[config.mk]
export PLATFORM = sky130hd
export DESIGN_NAME = per2axi_rsp_channel
export DESIGN_NICKNAME = d
export VERILOG_FILES = /design/src/rtl/per2axi_rsp_channel.sv
export SDC_FILE = /design/constraint.sdc
export NUM_CORES = 1
export LEC_CHECK = 0
export ABC_AREA = 1
export ABC_CLOCK_PERIOD_IN_PS = 1300
export BUFFER_PORTS_ARGS = -buffer_cell sky130_fd_sc_hd__buf_2
export CAP_MARGIN = 20
export CORE_MARGIN = 2
export CORE_UTILIZATION = 40
export CTS_BUF_LIST = sky130_fd_sc_hd__clkbuf_8
export CTS_CLUSTER_DIAMETER = 50
export DETAILED_ROUTE_END_ITERATION = 8
export PLACE_DENSITY_LB_ADDON = 0.25
export SYNTH_ARGS = -nofsm -noshare
export SYNTH_HDL_FRONTEND = slang
export SYNTH_SLANG_ARGS = --single-unit
[constraint.sdc]
create_clock -name clk_i -period 1.3 [get_ports clk_i]
set_input_delay 0.195 -clock clk_i [delete_from_list [all_inputs] [get_ports clk_i]]
set_output_delay 0.195 -clock clk_i [all_outputs]
set_load 0.05 [all_outputs]
[src/rtl/per2axi_rsp_channel.sv]
// per2axi_rsp_channel
//
// Response stage that sits after the per2axi request channel. It turns AXI4
// B and R responses into single-cycle peripheral responses that carry a
// one-hot ID, 32-bit data and an error flag.
//
// The request channel sends bookkeeping pulses for every accepted read,
// atomic and store-conditional. A small per-AXI-ID table keeps the
// information needed later:
//   hi     : the read targets the upper 32-bit lane of the 64-bit R beat
//   atop_r : an atomic is still waiting for its R beat
//   atop_b : an atomic is still waiting for its B beat (that B is dropped)
//   sc     : a store-conditional is waiting for its B beat
//
// Ports
//   clk_i, rst_ni                   clock, asynchronous active-low reset
//   trans_req_i/_id_i/_add_i        read accepted on AR (address bit 2 kept)
//   atop_req_i/_id_i/_add_i         atomic accepted on AW (address bit 2 kept)
//   sc_req_i/_id_i                  store-conditional accepted on AW
//   axi_master_b_*                  AXI B channel (user field ignored)
//   axi_master_r_*                  AXI R channel (user and last ignored)
//   per_slave_r_valid_o             one-cycle response pulse
//   per_slave_r_id_o                one-hot requester ID
//   per_slave_r_opc_o               1 = bus error
//   per_slave_r_rdata_o             response data
module per2axi_rsp_channel #(
  parameter int PER_ID_WIDTH   = 5,
  parameter int AXI_ADDR_WIDTH = 32,
  parameter int AXI_DATA_WIDTH = 64,
  parameter int AXI_USER_WIDTH = 6,
  parameter int AXI_ID_WIDTH   = 3
) (
  input  logic                      clk_i,
  input  logic                      rst_ni,

  input  logic                      trans_req_i,
  input  logic [AXI_ID_WIDTH-1:0]   trans_id_i,
  input  logic [AXI_ADDR_WIDTH-1:0] trans_add_i,
  input  logic                      atop_req_i,
  input  logic [AXI_ID_WIDTH-1:0]   atop_id_i,
  input  logic [AXI_ADDR_WIDTH-1:0] atop_add_i,
  input  logic                      sc_req_i,
  input  logic [AXI_ID_WIDTH-1:0]   sc_id_i,

  input  logic                      axi_master_b_valid_i,
  input  logic [1:0]                axi_master_b_resp_i,
  input  logic [AXI_ID_WIDTH-1:0]   axi_master_b_id_i,
  input  logic [AXI_USER_WIDTH-1:0] axi_master_b_user_i,
  output logic                      axi_master_b_ready_o,

  input  logic                      axi_master_r_valid_i,
  input  logic [AXI_DATA_WIDTH-1:0] axi_master_r_data_i,
  input  logic [1:0]                axi_master_r_resp_i,
  input  logic                      axi_master_r_last_i,
  input  logic [AXI_ID_WIDTH-1:0]   axi_master_r_id_i,
  input  logic [AXI_USER_WIDTH-1:0] axi_master_r_user_i,
  output logic                      axi_master_r_ready_o,

  output logic                      per_slave_r_valid_o,
  output logic [PER_ID_WIDTH-1:0]   per_slave_r_id_o,
  output logic                      per_slave_r_opc_o,
  output logic [31:0]               per_slave_r_rdata_o
);

  localparam int NB_IDS = 2 ** AXI_ID_WIDTH;

  if (AXI_DATA_WIDTH != 64) begin : g_bad_data_width
    $error("per2axi_rsp_channel: AXI_DATA_WIDTH must be 64");
  end

  // Per-ID tracking table
  logic [NB_IDS-1:0] hi_q, hi_d;
  logic [NB_IDS-1:0] atop_r_q, atop_r_d;
  logic [NB_IDS-1:0] atop_b_q, atop_b_d;
  logic [NB_IDS-1:0] sc_q, sc_d;

  // Output register
  logic                    valid_q, valid_d;
  logic [PER_ID_WIDTH-1:0] id_q, id_d;
  logic                    opc_q, opc_d;
  logic [31:0]             rdata_q, rdata_d;

  logic                    r_hs;
  logic                    b_hs;
  logic [AXI_ID_WIDTH-1:0] rsp_id;
  logic [31:0]             rsp_id_ext;
  logic [PER_ID_WIDTH-1:0] rsp_onehot;

  // The peripheral side never stalls, so R is always accepted. B is only
  // accepted in cycles without R, which gives R strict priority over B.
  assign axi_master_r_ready_o = 1'b1;
  assign axi_master_b_ready_o = ~axi_master_r_valid_i;

  assign r_hs = axi_master_r_valid_i;
  assign b_hs = axi_master_b_valid_i & ~axi_master_r_valid_i;

  assign rsp_id     = r_hs ? axi_master_r_id_i : axi_master_b_id_i;
  assign rsp_id_ext = 32'(rsp_id);

  // One-hot decode. IDs that do not fit in PER_ID_WIDTH decode to all-zero.
  for (genvar gi = 0; gi < PER_ID_WIDTH; gi++) begin : g_onehot
    assign rsp_onehot[gi] = (rsp_id_ext == gi);
  end

  always_comb begin
    hi_d     = hi_q;
    atop_r_d = atop_r_q;
    atop_b_d = atop_b_q;
    sc_d     = sc_q;
    valid_d  = 1'b0;
    id_d     = id_q;
    opc_d    = opc_q;
    rdata_d  = rdata_q;

    // Responses look at the table as it was before this cycle's requests.
    if (r_hs) begin
      valid_d  = 1'b1;
      opc_d    = axi_master_r_resp_i[1];
      rdata_d  = hi_q[axi_master_r_id_i] ? axi_master_r_data_i[63:32]
                                         : axi_master_r_data_i[31:0];
      atop_r_d[axi_master_r_id_i] = 1'b0;
    end else if (b_hs) begin
      if (atop_b_q[axi_master_b_id_i]) begin
        // The atomic's result is delivered with its R beat; swallow the B.
        atop_b_d[axi_master_b_id_i] = 1'b0;
      end else begin
        valid_d = 1'b1;
        opc_d   = axi_master_b_resp_i[1];
        if (sc_q[axi_master_b_id_i]) begin
          // Store-conditional result: 0 on EXOKAY (success), 1 otherwise.
          rdata_d = (axi_master_b_resp_i == 2'b01) ? 32'd0 : 32'd1;
          sc_d[axi_master_b_id_i] = 1'b0;
        end else begin
          rdata_d = 32'd0;
        end
      end
    end

    if (valid_d) begin
      id_d = rsp_onehot;
    end

    // New requests overwrite whatever the response cleared on the same ID.
    if (trans_req_i) begin
      hi_d[trans_id_i] = trans_add_i[2];
    end
    if (atop_req_i) begin
      hi_d[atop_id_i]     = atop_add_i[2];
      atop_r_d[atop_id_i] = 1'b1;
      atop_b_d[atop_id_i] = 1'b1;
    end
    if (sc_req_i) begin
      sc_d[sc_id_i] = 1'b1;
    end
  end

  always_ff @(posedge clk_i or negedge rst_ni) begin
    if (!rst_ni) begin
      hi_q     <= '0;
      atop_r_q <= '0;
      atop_b_q <= '0;
      sc_q     <= '0;
      valid_q  <= 1'b0;
      id_q     <= '0;
      opc_q    <= 1'b0;
      rdata_q  <= '0;
    end else begin
      hi_q     <= hi_d;
      atop_r_q <= atop_r_d;
      atop_b_q <= atop_b_d;
      sc_q     <= sc_d;
      valid_q  <= valid_d;
      id_q     <= id_d;
      opc_q    <= opc_d;
      rdata_q  <= rdata_d;
    end
  end

  assign per_slave_r_valid_o = valid_q;
  assign per_slave_r_id_o    = id_q;
  assign per_slave_r_opc_o   = opc_q;
  assign per_slave_r_rdata_o = rdata_q;

  // Only address bit 2, the upper R response bit and the IDs carry meaning.
  logic unused_bits;
  assign unused_bits = ^{axi_master_b_user_i, axi_master_r_user_i,
                         axi_master_r_last_i, axi_master_r_resp_i[0],
                         trans_add_i, atop_add_i};

`ifndef SYNTHESIS
  // Two request pulses on the same ID in one cycle are illegal.
  assert property (@(posedge clk_i) disable iff (!rst_ni)
    !(trans_req_i && atop_req_i && (trans_id_i == atop_id_i)));
  assert property (@(posedge clk_i) disable iff (!rst_ni)
    !(trans_req_i && sc_req_i && (trans_id_i == sc_id_i)));
  assert property (@(posedge clk_i) disable iff (!rst_ni)
    !(atop_req_i && sc_req_i && (atop_id_i == sc_id_i)));
  // A forwarded response must map onto a representable one-hot ID.
  assert property (@(posedge clk_i) disable iff (!rst_ni)
    valid_d |-> (rsp_id_ext < 32'(PER_ID_WIDTH)));
`endif

endmodule

======== Yosys cells after proc, flatten, opt, wreduce, memory -nomap -nowiden ========
Index checks and enable logic that the tools add are counted.
word-level totals
  bits in registers ....................... 63
  logic and storage cells ................. 76
  output and inout bits ................... 41
  input port bits ......................... 167
cells by class
  reduce and logical (&&, ||, !) cells .... 7
  magnitude comparators ................... 9
  bitwise operators ....................... 7
  muxes and demuxes ....................... 40
  equal/unequal tests ..................... 6
operators by type and width
  kind                                                                   number
  32-bit two-way mux                                                     4
  8-bit two-way mux                                                      11
  32-bit zero test                                                       1
  3-bit by 4-bit < comparator with 1-bit output, second input constant   5
  8-bit AND                                                              2
  8-bit bitwise mux                                                      2
  8-bit bitwise OR                                                       2
  1-bit two-way mux                                                      15
  1-bit demux with 3-bit select                                          4
  3-bit by 1-bit >= comparator with 1-bit output, second input constant  4
  1-bit binary-select mux with 3-bit select                              3
  8-bit inverter                                                         1
  3-bit by 2-bit equality test with 1-bit output, second input constant  2
  1-bit logical AND                                                      4
  3-bit by 1-bit equality test with 1-bit output, second input constant  1
  3-bit equality test, second input constant                             1
  3-bit two-way mux                                                      1
  2-bit by 1-bit equality test with 1-bit output, second input constant  1
  2-bit inequality test, second input constant                           1
  2-bit AND reduction                                                    1
  2-bit nonzero test                                                     1
  1-bit AND                                                              1
  1-bit inverter                                                         1

======== Logic depth before layout (Yosys ltp) ========
  depth in word-level cells ............... 12
  gate-level depth with buffers ........... 15
  mapped depth without buffers ............ 11

======== Worst setup path before layout ========
No wires, ideal clock.
  path type ............................... in2reg
  start ................................... in axi_master_r_valid_i
  end ..................................... reg id_q[1] (netlist: per_slave_r_id_o[1])
  library setup time ...................... 120 ps
  data required time ...................... 1,180 ps
  path slack .............................. -295 ps
  stages on the path ...................... 8
  arrival ................................. 1,475 ps
  path buffers ............................ 2
  path through ............................ inv_1 -> nand2_1 -> nor2_4 -> nor2_4 -> buf_6 -> buf_6 -> nand2_1 -> o21ai_2
on the way
  word-level cells in the longest chain between the ends .. 4
  elaborated cells on any way between the ends .. 6
  those cells by class .................... eq/ne: 1; mux: 3; bitwise: 2
RTL lines
  what                  RTL line  RTL
  start, declared       51        input logic axi_master_r_valid_i,
  1-bit inverter        95        assign b_hs = axi_master_b_valid_i & ~axi_master_r_valid_i;
  1-bit AND             95
  1-bit two-way mux     122       end else if (b_hs) begin
  1-bit two-way mux     116       if (r_hs) begin
  end signal, assigned  173       id_q <= id_d;
  end, declared         79        logic [PER_ID_WIDTH-1:0] id_q, id_d;
Parallel ways exist; a longest one is shown, timed or not.
A chain may end at the register's enable or synchronous reset.

======== Worst setup path after layout ========
  start ................................... reg atop_b_q[5]
  end ..................................... reg rdata_q[31] (netlist: per_slave_r_rdata_o[31])
on the way
  word-level cells in the longest chain between the ends .. 4
RTL lines
  what                                       RTL line  RTL
  start, declared                            74        logic [NB_IDS-1:0] atop_b_q, atop_b_d;
  start signal, assigned                     170       atop_b_q <= atop_b_d;
  1-bit binary-select mux with 3-bit select  123       if (atop_b_q[axi_master_b_id_i]) begin
  1-bit two-way mux (not written as such)    123
  2-bit inequality test (no line)            n/a
  2-bit AND reduction (no line)              n/a
  end signal, assigned                       175       rdata_q <= rdata_d;
  end, declared                              81        logic [31:0] rdata_q, rdata_d;
No other way between the ends. The select of a mux whose other input is x is not followed.

==> metrics.txt <==
synthesis-to-finish area growth 45.1%; Setup CP Type reg -> reg; failing checks negative setup slack; startpoint class of the critical path register; Peak VDD IR 913 µV; upper clock frequency limit 690 MHz; largest net degree at the start of global routing 64; Critical Path End Type register; register area share after synthesis 0.467; HP Class in -> reg; die height 95.9 µm; min Tclk post-route 1.45 ns; Max Cap Viol 0; most frequent CP cell nand2_1; crit-path max cell delay 0.38 ns; post-place setup slack -0.571 ns; Post-synth ARST share 1.00; Mapped Cells 451; Clock Latency Late Sink 0.34 ns; CTS Buffer Depth 2; vias per cell 5.10; CP required 1.52 ns; post-route ant nets 0; synthesized area 3380 µm²; Final Max Slew Viols 0; Post-synth EDFFs 0; fin crit share 1.11; Filler cells 782; Wirelength per Cell 14.3 µm; leakage 2.51 nW; worst setup slack after layout -0.149 ns; setup TNS -5.89 ns; first-pass GRT wire length 16.1 mm; vias in the first global route 3499; Diodes inserted 0; Total Routed Length 10.3 mm; Worst Skew 0.0118 ns; Syn Nets 618; status finished, violations left; TritonCTS buffer count 9; Avg Cell Area, Syn 7.49 µm²; Clock Sinks 63; Yosys warnings 0; Non-Filler Instances 725; CTS tree built; CP max stage cell dfrtp_1; Primary FF master, synth dfrtp_1; Fin Hold WS 0.0960 ns; CP Max Fanout 10; initial core utilization 0.411; placed cell count 696; cell breakdown of the critical path nand2_1 -> nand2_1 -> nand2_1 -> nand2_1 -> nand2_2 -> nand2_4 -> nor2_4 -> nor2_4 -> buf_12 -> nand2_2 -> o21ai_2; Root Driver clkbuf_8; HPWL Detailed 7.15 mm; iteration count of the initial detailed-routing pass 4; Die Area 9200 µm²; grt ovf 0; synthesized flop and latch total 63; die width 95.9 µm; final setup vio count 47; Residual DRC 0; IO Pins 208; area of the core 8220 µm²; initial antenna violation count 0; Port Buffer Count 130; Tot GR Track Use 0.225; # rows 33; Final nets 782; ratio of cells with drive above 1 in the final layout 0.389; Clock transition at path regs 0.07 ns; final instance area 4900 µm²; unrepaired setup endpoints after global routing true; Vias 3694; gp weighted congestion 0.873; placed cell area 4320 µm²; Final Hold Fails 0; H-tree depth 3; First DRT Iteration DRCs 87; distinct cell type count after synthesis 27; critical path arrival 1.67 ns; pwr dens 1340 nW/µm²
==> Yosys cell counts, types with 2 or more instances <==
cell type / count / area, µm²
o21ai_0: 72 / 360
buf_2: 3 / 15.0
nor2_4: 2 / 22.5
nor2_1: 13 / 48.8
o21ai_2: 4 / 35.0
buf_6: 5 / 56.3
nand2_1: 132 / 495
o31ai_1: 8 / 60.1
dfrtp_1: 63 / 1580
nand3_1: 24 / 120
inv_2: 2 / 7.51
a21oi_1: 40 / 200
o22ai_1: 4 / 25.0
clkbuf_1: 15 / 56.3
nand2_2: 3 / 18.8
inv_1: 39 / 146
nand4_1: 8 / 50.1
o21ai_1: 5 / 25.0
==> cells in the final DEF, fill, tap and decap left out, types with 9 or more instances in the layout <==
cell,n
o21ai_0,47
nand2_2,25
nor2_1,13
dfrtp_1,63
a21oi_1,40
nand2_1,109
o21ai_1,26
clkbuf_8,9
nand3_1,21
inv_1,39
buf_2,130
buf_4,32
==> registers in the layout, summed over array words and instances, names as in the netlist <==
| name | cells |
|---|---|
| atop_b_q | 8 |
| hi_q | 8 |
| per_slave_r_id_o | 5 |
| per_slave_r_opc_o | 1 |
| per_slave_r_rdata_o | 32 |
| per_slave_r_valid_o | 1 |
| sc_q | 8 |
==> layout make-up <==
| cell class | instances | area, µm² | share of cell area |
|---|---|---|---|
| clock buffers | 9 | 124 | 0.0253 |
| clock inverters | 7 | 65.1 | 0.0133 |
| inverters | 41 | 160 | 0.0327 |
| multi-input cells | 325 | 1720 | 0.351 |
| flip-flops and latches | 63 | 1580 | 0.322 |
| well taps | 105 | 131 | 0.0268 |
| repair buffers | 175 | 1120 | 0.229 |
==> critical path: cells and delay by family, from the launching register on <==
| family | cells | cell delay [ns] |
|---|---|---|
| and+or+nand+nor | 9 | 0.77 |
| DFF | 1 | 0.38 |
| buffers and inverters | 1 | 0.15 |
| AOI/OAI and AO/OA | 1 | 0.04 |
==> repair_timing <==
item                                    CTS  global route
gates resized for setup                  38            37
setup buffers                             3             6
endpoints found under the hold margin    63             0
pin swaps                                 9            13
gates cloned                              3             1
endpoints found under the setup margin   45            47
hold buffers                              1             0
==> routing by layer <==
layer  routed length, µm  global-route usage  vias up  part of all wire
met5                   0                   0        -                 0
met4                 107              0.0643        0             0.010
met3                 530              0.0384       15             0.051
met2                5110               0.376      122              0.49
met1                4590               0.301     1728              0.44
li1                    -                   -     1829                 -
==> kinds of logic (layout without fill, tap and decap cells) <==
family / after synthesis / after routing / synth area share
AND/OR/NAND/NOR: 184 / 187 / 0.227
multiplexers: 1 / 1 / 0.00296
other: 1 / 1 / 0.00111
buffers and inverters: 66 / 232 / 0.0867
AO/OA/AOI/OAI: 136 / 136 / 0.215
flip-flops: 63 / 63 / 0.467
==> final timing paths <==
| path | from | to | slack (ns) | cells after the start |
|---|---|---|---|---|
| worst max-delay path | atop_b_q[5] | per_slave_r_rdata_o[31] | -0.15 | 11 |
| worst min-delay path | axi_master_r_resp_i[1] | per_slave_r_opc_o | 0.1 | 3 |
| worst max register to register | atop_b_q[5] | per_slave_r_rdata_o[31] | -0.15 | 11 |
| worst min register to register | per_slave_r_id_o[3] | per_slave_r_id_o[3] | 0.48 | 2 |
| max in group asynchronous | rst_ni | sc_q[2] | 0.63 | 3 |
| min in group asynchronous | rst_ni | atop_b_q[5] | 0.40 | 3 |
==> through the flow <==
stage / total power, mW / utilization
global placement: 4.58 / 0.526
floorplan: 3.89 / -
finish: 6.59 / 0.597
CTS: 6.40 / 0.568
detailed placement: 4.63 / 0.526
global route: 6.95 / 0.597
==> report_power, final <==
group          switching (mW)  internal (mW)
sequential              0.220           2.30
clock                   0.781          0.871
combinational            1.56          0.860
Note: power is estimated with default switching activity, not from simulation.
